--- config.mk ---
export PLATFORM = sky130hd
export DESIGN_NAME = ecc_operand_loader_flat
export DESIGN_NICKNAME = d
export VERILOG_FILES = /design/src/rtl/ecc_operand_loader_if.sv /design/src/rtl/ecc_operand_loader.sv /design/src/flat_wrapper.sv
export SDC_FILE = /design/constraint.sdc
export NUM_CORES = 1
export LEC_CHECK = 0
export CORE_MARGIN = 1.5
export CORE_UTILIZATION = 30
export CTS_BUF_LIST = sky130_fd_sc_hd__clkbuf_8 sky130_fd_sc_hd__clkbuf_16
export CTS_CLUSTER_DIAMETER = 150
export DETAILED_ROUTE_END_ITERATION = 16
export GPL_TIMING_DRIVEN = 0
export PLACE_DENSITY_LB_ADDON = 0.08
export SYNTH_ARGS = -nofsm -noshare
export SYNTH_HDL_FRONTEND = slang
export SYNTH_SLANG_ARGS = --single-unit
--- constraint.sdc ---
create_clock -name clk -period 4.93 [get_ports clk]
set_input_delay 0.986 -clock clk [delete_from_list [all_inputs] [get_ports clk]]
set_output_delay 0.986 -clock clk [all_outputs]
set_load 0.01 [all_outputs]
--- src/rtl/ecc_operand_loader_if.sv ---
// Operand bus between the nibble-serial source, the operand loader and the ECC core.
// The slave modport is the loader; the master modport is the environment driving it.
interface ecc_operand_loader_if #(
    parameter int WIDTH = 32,
    parameter int NIB   = 4
);
    logic             i_start;
    logic [NIB-1:0]   i_a;
    logic [NIB-1:0]   i_prime;
    logic [NIB-1:0]   i_px;
    logic [NIB-1:0]   i_py;
    logic [NIB-1:0]   i_k;
    logic             i_ready;

    logic             o_valid;
    logic [WIDTH-1:0] o_a;
    logic [WIDTH-1:0] o_prime;
    logic [WIDTH-1:0] o_px;
    logic [WIDTH-1:0] o_py;
    logic [WIDTH-1:0] o_k;
    logic             o_busy;
    logic             o_err;

    modport master (
        output i_start, i_a, i_prime, i_px, i_py, i_k, i_ready,
        input  o_valid, o_a, o_prime, o_px, o_py, o_k, o_busy, o_err
    );

    modport slave (
        input  i_start, i_a, i_prime, i_px, i_py, i_k, i_ready,
        output o_valid, o_a, o_prime, o_px, o_py, o_k, o_busy, o_err
    );
endinterface

--- src/rtl/ecc_operand_loader.sv ---
// Deserializes five nibble-serial ECC operands and presents them to the core with valid/ready.
// Optional range check on the assembled words is enabled by defining ECC_RANGE_CHECK_EN.
module ecc_operand_loader #(
    parameter int WIDTH = 32,
    parameter int NIB   = 4
) (
    input  logic               clk,
    input  logic               reset,
    ecc_operand_loader_if.slave bus
);
    localparam int NIBBLES = WIDTH / NIB;
    localparam int CW      = (NIBBLES > 1) ? $clog2(NIBBLES) : 1;
    localparam logic [CW-1:0] LAST = CW'(NIBBLES - 1);

    typedef enum logic [1:0] {
        S_IDLE,
        S_LOAD,
        S_HOLD
    } state_t;

    state_t           state;
    logic [CW-1:0]    count;
    logic [WIDTH-1:0] sh_a, sh_prime, sh_px, sh_py, sh_k;
    logic [WIDTH-1:0] nx_a, nx_prime, nx_px, nx_py, nx_k;

    // Next shift-register contents: the incoming nibble enters at the top, older nibbles move down.
    // NOTE: every signal written here is assigned on every evaluation, so no latch can be inferred.
    always_comb begin
        nx_a     = {bus.i_a,     sh_a[WIDTH-1:NIB]};
        nx_prime = {bus.i_prime, sh_prime[WIDTH-1:NIB]};
        nx_px    = {bus.i_px,    sh_px[WIDTH-1:NIB]};
        nx_py    = {bus.i_py,    sh_py[WIDTH-1:NIB]};
        nx_k     = {bus.i_k,     sh_k[WIDTH-1:NIB]};
    end

`ifdef ECC_RANGE_CHECK_EN
    logic range_bad;

    // Evaluated on the fully assembled words, i.e. including the nibble captured this cycle.
    always_comb begin
        range_bad = (nx_prime == '0)
                  | (nx_a  >= nx_prime)
                  | (nx_px >= nx_prime)
                  | (nx_py >= nx_prime);
    end
`else
    assign bus.o_err = 1'b0;
`endif

    // NOTE: all state and outputs are updated with non-blocking assignments so every
    // register samples the pre-edge values of the others.
    always_ff @(posedge clk) begin
        if (reset) begin
            state       <= S_IDLE;
            count       <= '0;
            sh_a        <= '0;
            sh_prime    <= '0;
            sh_px       <= '0;
            sh_py       <= '0;
            sh_k        <= '0;
            bus.o_a     <= '0;
            bus.o_prime <= '0;
            bus.o_px    <= '0;
            bus.o_py    <= '0;
            bus.o_k     <= '0;
            bus.o_valid <= 1'b0;
            bus.o_busy  <= 1'b0;
`ifdef ECC_RANGE_CHECK_EN
            bus.o_err   <= 1'b0;
`endif
        end else begin
            case (state)
                S_IDLE: begin
                    if (bus.i_start) begin
                        state      <= S_LOAD;
                        count      <= '0;
                        sh_a       <= '0;
                        sh_prime   <= '0;
                        sh_px      <= '0;
                        sh_py      <= '0;
                        sh_k       <= '0;
                        bus.o_busy <= 1'b1;
                    end
                end

                S_LOAD: begin
                    // A start pulse mid-frame discards the partial frame; its cycle carries no data.
                    if (bus.i_start) begin
                        count    <= '0;
                        sh_a     <= '0;
                        sh_prime <= '0;
                        sh_px    <= '0;
                        sh_py    <= '0;
                        sh_k     <= '0;
                    end else begin
                        sh_a     <= nx_a;
                        sh_prime <= nx_prime;
                        sh_px    <= nx_px;
                        sh_py    <= nx_py;
                        sh_k     <= nx_k;
                        count    <= count + 1'b1;
                        if (count == LAST) begin
                            state       <= S_HOLD;
                            bus.o_a     <= nx_a;
                            bus.o_prime <= nx_prime;
                            bus.o_px    <= nx_px;
                            bus.o_py    <= nx_py;
                            bus.o_k     <= nx_k;
                            bus.o_valid <= 1'b1;
`ifdef ECC_RANGE_CHECK_EN
                            bus.o_err   <= range_bad;
`endif
                        end
                    end
                end

                S_HOLD: begin
                    // Start pulses are ignored here; only the core's acceptance leaves HOLD.
                    if (bus.i_ready) begin
                        state       <= S_IDLE;
                        bus.o_valid <= 1'b0;
                        bus.o_busy  <= 1'b0;
`ifdef ECC_RANGE_CHECK_EN
                        bus.o_err   <= 1'b0;
`endif
                    end
                end

                default: begin
                    state       <= S_IDLE;
                    bus.o_valid <= 1'b0;
                    bus.o_busy  <= 1'b0;
                end
            endcase
        end
    end
endmodule

--- src/flat_wrapper.sv ---
// flat-port wrapper written by rule: the top's interface ports become plain ports
module ecc_operand_loader_flat 
#(
    parameter int WIDTH = 32,
    parameter int NIB   = 4
)
  (clk, reset, bus_i_start, bus_i_a, bus_i_prime, bus_i_px, bus_i_py, bus_i_k, bus_i_ready, bus_o_valid, bus_o_a, bus_o_prime, bus_o_px, bus_o_py, bus_o_k, bus_o_busy, bus_o_err);
  ecc_operand_loader_if #(.WIDTH(WIDTH), .NIB(NIB)) bus_i ();
  input  logic clk;
  input  logic reset;
  input wire logic [$bits(bus_i.i_start)-1:0] bus_i_start;
  input wire logic [$bits(bus_i.i_a)-1:0] bus_i_a;
  input wire logic [$bits(bus_i.i_prime)-1:0] bus_i_prime;
  input wire logic [$bits(bus_i.i_px)-1:0] bus_i_px;
  input wire logic [$bits(bus_i.i_py)-1:0] bus_i_py;
  input wire logic [$bits(bus_i.i_k)-1:0] bus_i_k;
  input wire logic [$bits(bus_i.i_ready)-1:0] bus_i_ready;
  output wire logic [$bits(bus_i.o_valid)-1:0] bus_o_valid;
  output wire logic [$bits(bus_i.o_a)-1:0] bus_o_a;
  output wire logic [$bits(bus_i.o_prime)-1:0] bus_o_prime;
  output wire logic [$bits(bus_i.o_px)-1:0] bus_o_px;
  output wire logic [$bits(bus_i.o_py)-1:0] bus_o_py;
  output wire logic [$bits(bus_i.o_k)-1:0] bus_o_k;
  output wire logic [$bits(bus_i.o_busy)-1:0] bus_o_busy;
  output wire logic [$bits(bus_i.o_err)-1:0] bus_o_err;
  assign bus_i.i_start = bus_i_start;
  assign bus_i.i_a = bus_i_a;
  assign bus_i.i_prime = bus_i_prime;
  assign bus_i.i_px = bus_i_px;
  assign bus_i.i_py = bus_i_py;
  assign bus_i.i_k = bus_i_k;
  assign bus_i.i_ready = bus_i_ready;
  assign bus_o_valid = bus_i.o_valid;
  assign bus_o_a = bus_i.o_a;
  assign bus_o_prime = bus_i.o_prime;
  assign bus_o_px = bus_i.o_px;
  assign bus_o_py = bus_i.o_py;
  assign bus_o_k = bus_i.o_k;
  assign bus_o_busy = bus_i.o_busy;
  assign bus_o_err = bus_i.o_err;
  ecc_operand_loader #(.WIDTH(WIDTH), .NIB(NIB)) u_core (.clk(clk), .reset(reset), .bus(bus_i));
endmodule
==> impl_results.md <==
- N_diodes: 0
- Clk root buf: clkbuf_16
- Core Box Area: about 0.037 mm2
- Largest net degree at the start of global routing: 13
- DRC viols: 0
- Critical Path Max Stage Delay: 0.62 ns
- Fin area: 0.01488 mm2
- Synth Area per Inst: around 11 um2
- Final Max Tran Viols: 0
- Initial Util: 0.3055
- Setup TNS: 0 ns
- IO Port Bufs: 184
- IO Pins: around 190
- Tot GR Track Use: 0.1669
- Die ar.: approximately 0.039 mm2
- GP Congestion: 0.7240
- Critical Path End Type: flip-flop
- RSZ-0062 raised after global routing: no
- Crit path arrival time: about 3.1 ns
- Cells after DPL: 1695
- Outcome: complete, no violations
- CP max FO: 10
- Via count: just over 8k
- DR WL/cell: 18.45 um
- CTS resizes: 0
- Min Hold Slack: 0.4582 ns
- Crit path launch: bus_i_start
- Slowest CP cell: clkbuf_1
- Main combinational cell family by area after synthesis: simple AND/OR/NAND/NOR gates
- Multiplexer area fraction after synthesis: 0.1425
- CTS tree: done
- Slew margin rel.: 0.4816
- Finished Layout Cells: approximately 1.8k
- Area delta synth->final: 32.39%
- Most used cell, CP: buf_2
- Vias in the first global route: 8198
- H-tree levels: 2
- Post-Synth Simple-Gate Area: 0.1868
- Nets: 1291
- Netlist Area Pre-Place: between 0.01 and 0.015 mm2
- DP HPWL: 22.86 mm
- Grt total ovfl: 0
- Leak Pwr: 5.489 nW
- Yosys warns: 0
- Worst-path clk slew: roughly 0.06 ns
- 1st-iter DRT viols: 286
- Die X: roughly 200 um
- Compound-Gate Fraction of Synth Area: 0.08383
- First-pass GRT wire length: 49.61 mm
- Via density: 4.623
- Die Span Y: 196.6 um
- Total routed wirelength: about 32 mm
- Adder-cell area share of the yosys netlist: 0.002227
- Worst slew pin tran: between 0.7 and 0.8 ns
- Hold Fails Final Rpt: 0
- Worst EP required: 5.30 ns
- Hold WC Path Type: reg -> reg
- Row Count: 70
- Number of CTS-inserted buffers: 36
- Register area share after synthesis: 0.5469
- CTS Buffer Depth: 3
- Crit Path Category: in -> reg
- Placed cell areas: 0.01367 mm2
- Hold-fix buffers, CTS: 0
- Drt first pass iters: 4
- Worst-Skew Late Latency: about 0.5 ns
- Layout cells sized above 1: 0.07585
- Fin crit share: 0.5552
- Mapped Cells: 1043
- Tot Pwr: 5.393 mW
- Ratio of total power to cell area: 362.5 mW/mm2
- Count of cell types in the netlist: 26
- F_max: 0.3653 GHz
- Max Clock Skew: 0.009457 ns
- Crit path time final: 2.737 ns
- Worst path cell trace: clkdlybuf4s50_1 > o21ba_2 > buf_2 > clkbuf_1 > buf_2 > o22ai_1
- # setup viols final: 0
- R2R setup slack: 2.68 ns
- Xor/xnor share of the synthesized area: 0
- CTS sink cnt: 307
- Postcts setup bufs: 0
- CP Launch Type: input pin
- R2r startpoint: u_core.count[0]$_SDFFE_PP0P_
- Post-synthesis net count: 1069
- Max Cap Viol: 0
- Hold path startpoint: u_core.bus.o_valid$_SDFFE_PP0P_
- Peak VDD IR: 0.0001629 V
- FF+latch count, synth: 307
- Antenna Violating Nets Remaining: 0
- Initial antenna violation count: 0
## synth_stat cells
cell / n / area share
nand2b_1: 324 / 0.18
dfxtp_1: 307 / 0.55
mux2i_1: 160 / 0.14
o22ai_1: 141 / 0.078
clkbuf_1: 53 / 0.018
buf_2: 27 / 0.012
buf_4: 4 / 0.0027
buf_6: 4 / 0.0040
inv_1: 3 / 0.0010
ha_1: 2 / 0.0022
o21a_1: 2 / 0.0013
o32ai_1: 2 / 0.0016
a211oi_1: 1 / 0.00067
a21oi_1: 1 / 0.00044
conb_1: 1 / 0.00033
nand3b_1: 1 / 0.00067
nand4bb_1: 1 / 0.0010
nor2_1: 1 / 0.00033
nor2b_1: 1 / 0.00056
nor4bb_1: 1 / 0.00089
o21ai_0: 1 / 0.00044
o21ba_2: 1 / 0.00089
or2_2: 1 / 0.00056
or3b_1: 1 / 0.00078
or3b_2: 1 / 0.00078
or4b_2: 1 / 0.00089
## final timing paths
path,to,cells after the start
hold / removal,u_core.bus.o_valid$_SDFFE_PP0P_,2
setup / recovery,u_core.sh_prime[28]$_SDFFE_PP0P_,6
setup reg to reg,u_core.bus.o_a[14]$_SDFFE_PP0P_,7
hold reg to reg,u_core.bus.o_valid$_SDFFE_PP0P_,2
## placed cells by master (no fill, tap or decap)
master,instances
nor2_1,1
nand4bb_1,1
mux2i_1,160
nor4bb_1,1
a211oi_1,1
nor2b_1,1
o21ai_0,1
o21ba_2,1
clkbuf_1,53
or3b_2,1
nand2b_1,324
conb_1,1
clkinv_2,7
or3b_1,1
dfxtp_1,307
buf_6,4
inv_1,9
bufinv_16,2
clkdlybuf4s50_1,184
a21oi_1,1
nand3b_1,1
inv_6,2
o22ai_1,141
ha_1,2
o21a_1,2
clkbuf_8,11
buf_4,4
or2_2,1
or4b_2,1
buf_2,27
clkbuf_16,37
o32ai_1,2
## registers in the layout, indices dropped and copies added (netlist names), 2 cells and up
name	flops
u_core.sh_k	28
u_core.count	3
u_core.sh_a	28
u_core.state	2
u_core.bus.o_prime	32
u_core.bus.o_px	32
u_core.sh_prime	28
u_core.bus.o_k	32
u_core.bus.o_py	32
u_core.sh_py	28
u_core.sh_px	28
u_core.bus.o_a	32
## logic make-up (layout without fill, tap and decap cells)
| family | Yosys count | after routing |
|---|---|---|
| other cells | 1 | 1 |
| simple gates | 333 | 333 |
| flops | 307 | 307 |
| fa+ha+maj | 2 | 2 |
| compound gates | 149 | 149 |
| mux | 160 | 160 |
| buf+inv | 91 | 340 |
## through the flow
step                utilization  worst slack [ns]
floorplan                     -             2.887
global placement         0.3715             1.675
detailed placement       0.3715             1.647
CTS                      0.4045             2.187
global route             0.4045             2.084
finish                   0.4045             2.193
## layout make-up
cell class | instances | area, um2
fill | 3696 | 21910
sequential | 307 | 6146
multi-input combinational | 645 | 4672
timing repair buffer | 184 | 1842
clock buffer | 48 | 1077
tap | 468 | 585.6
buffer | 88 | 409.1
clock inverter | 17 | 135.1
inverter | 3 | 11.26
## power breakdown
part	total (mW)	internal, mW	switching (mW)
clock network	2.69	1.64	1.06
registers	2.49	2.49	0.00313
logic	0.208	0.0850	0.123
## worst max-delay path, delay by kind of cell
| kind | cells | cell delay [ns] |
|---|---|---|
| AO/OA/AOI/OAI | 2 | 0.26 |
| buffers and inverters | 4 | 1.84 |
## layer usage
| metal | share of wire | track usage |
|---|---|---|
| met1 | 0.49 | 0.2346 |
| met2 | 0.44 | 0.2606 |
| met3 | 0.053 | 0.03422 |
| met4 | 0.018 | 0.04188 |
| met5 | 0 | 0 |
Note: power is estimated with default switching activity, not from simulation.
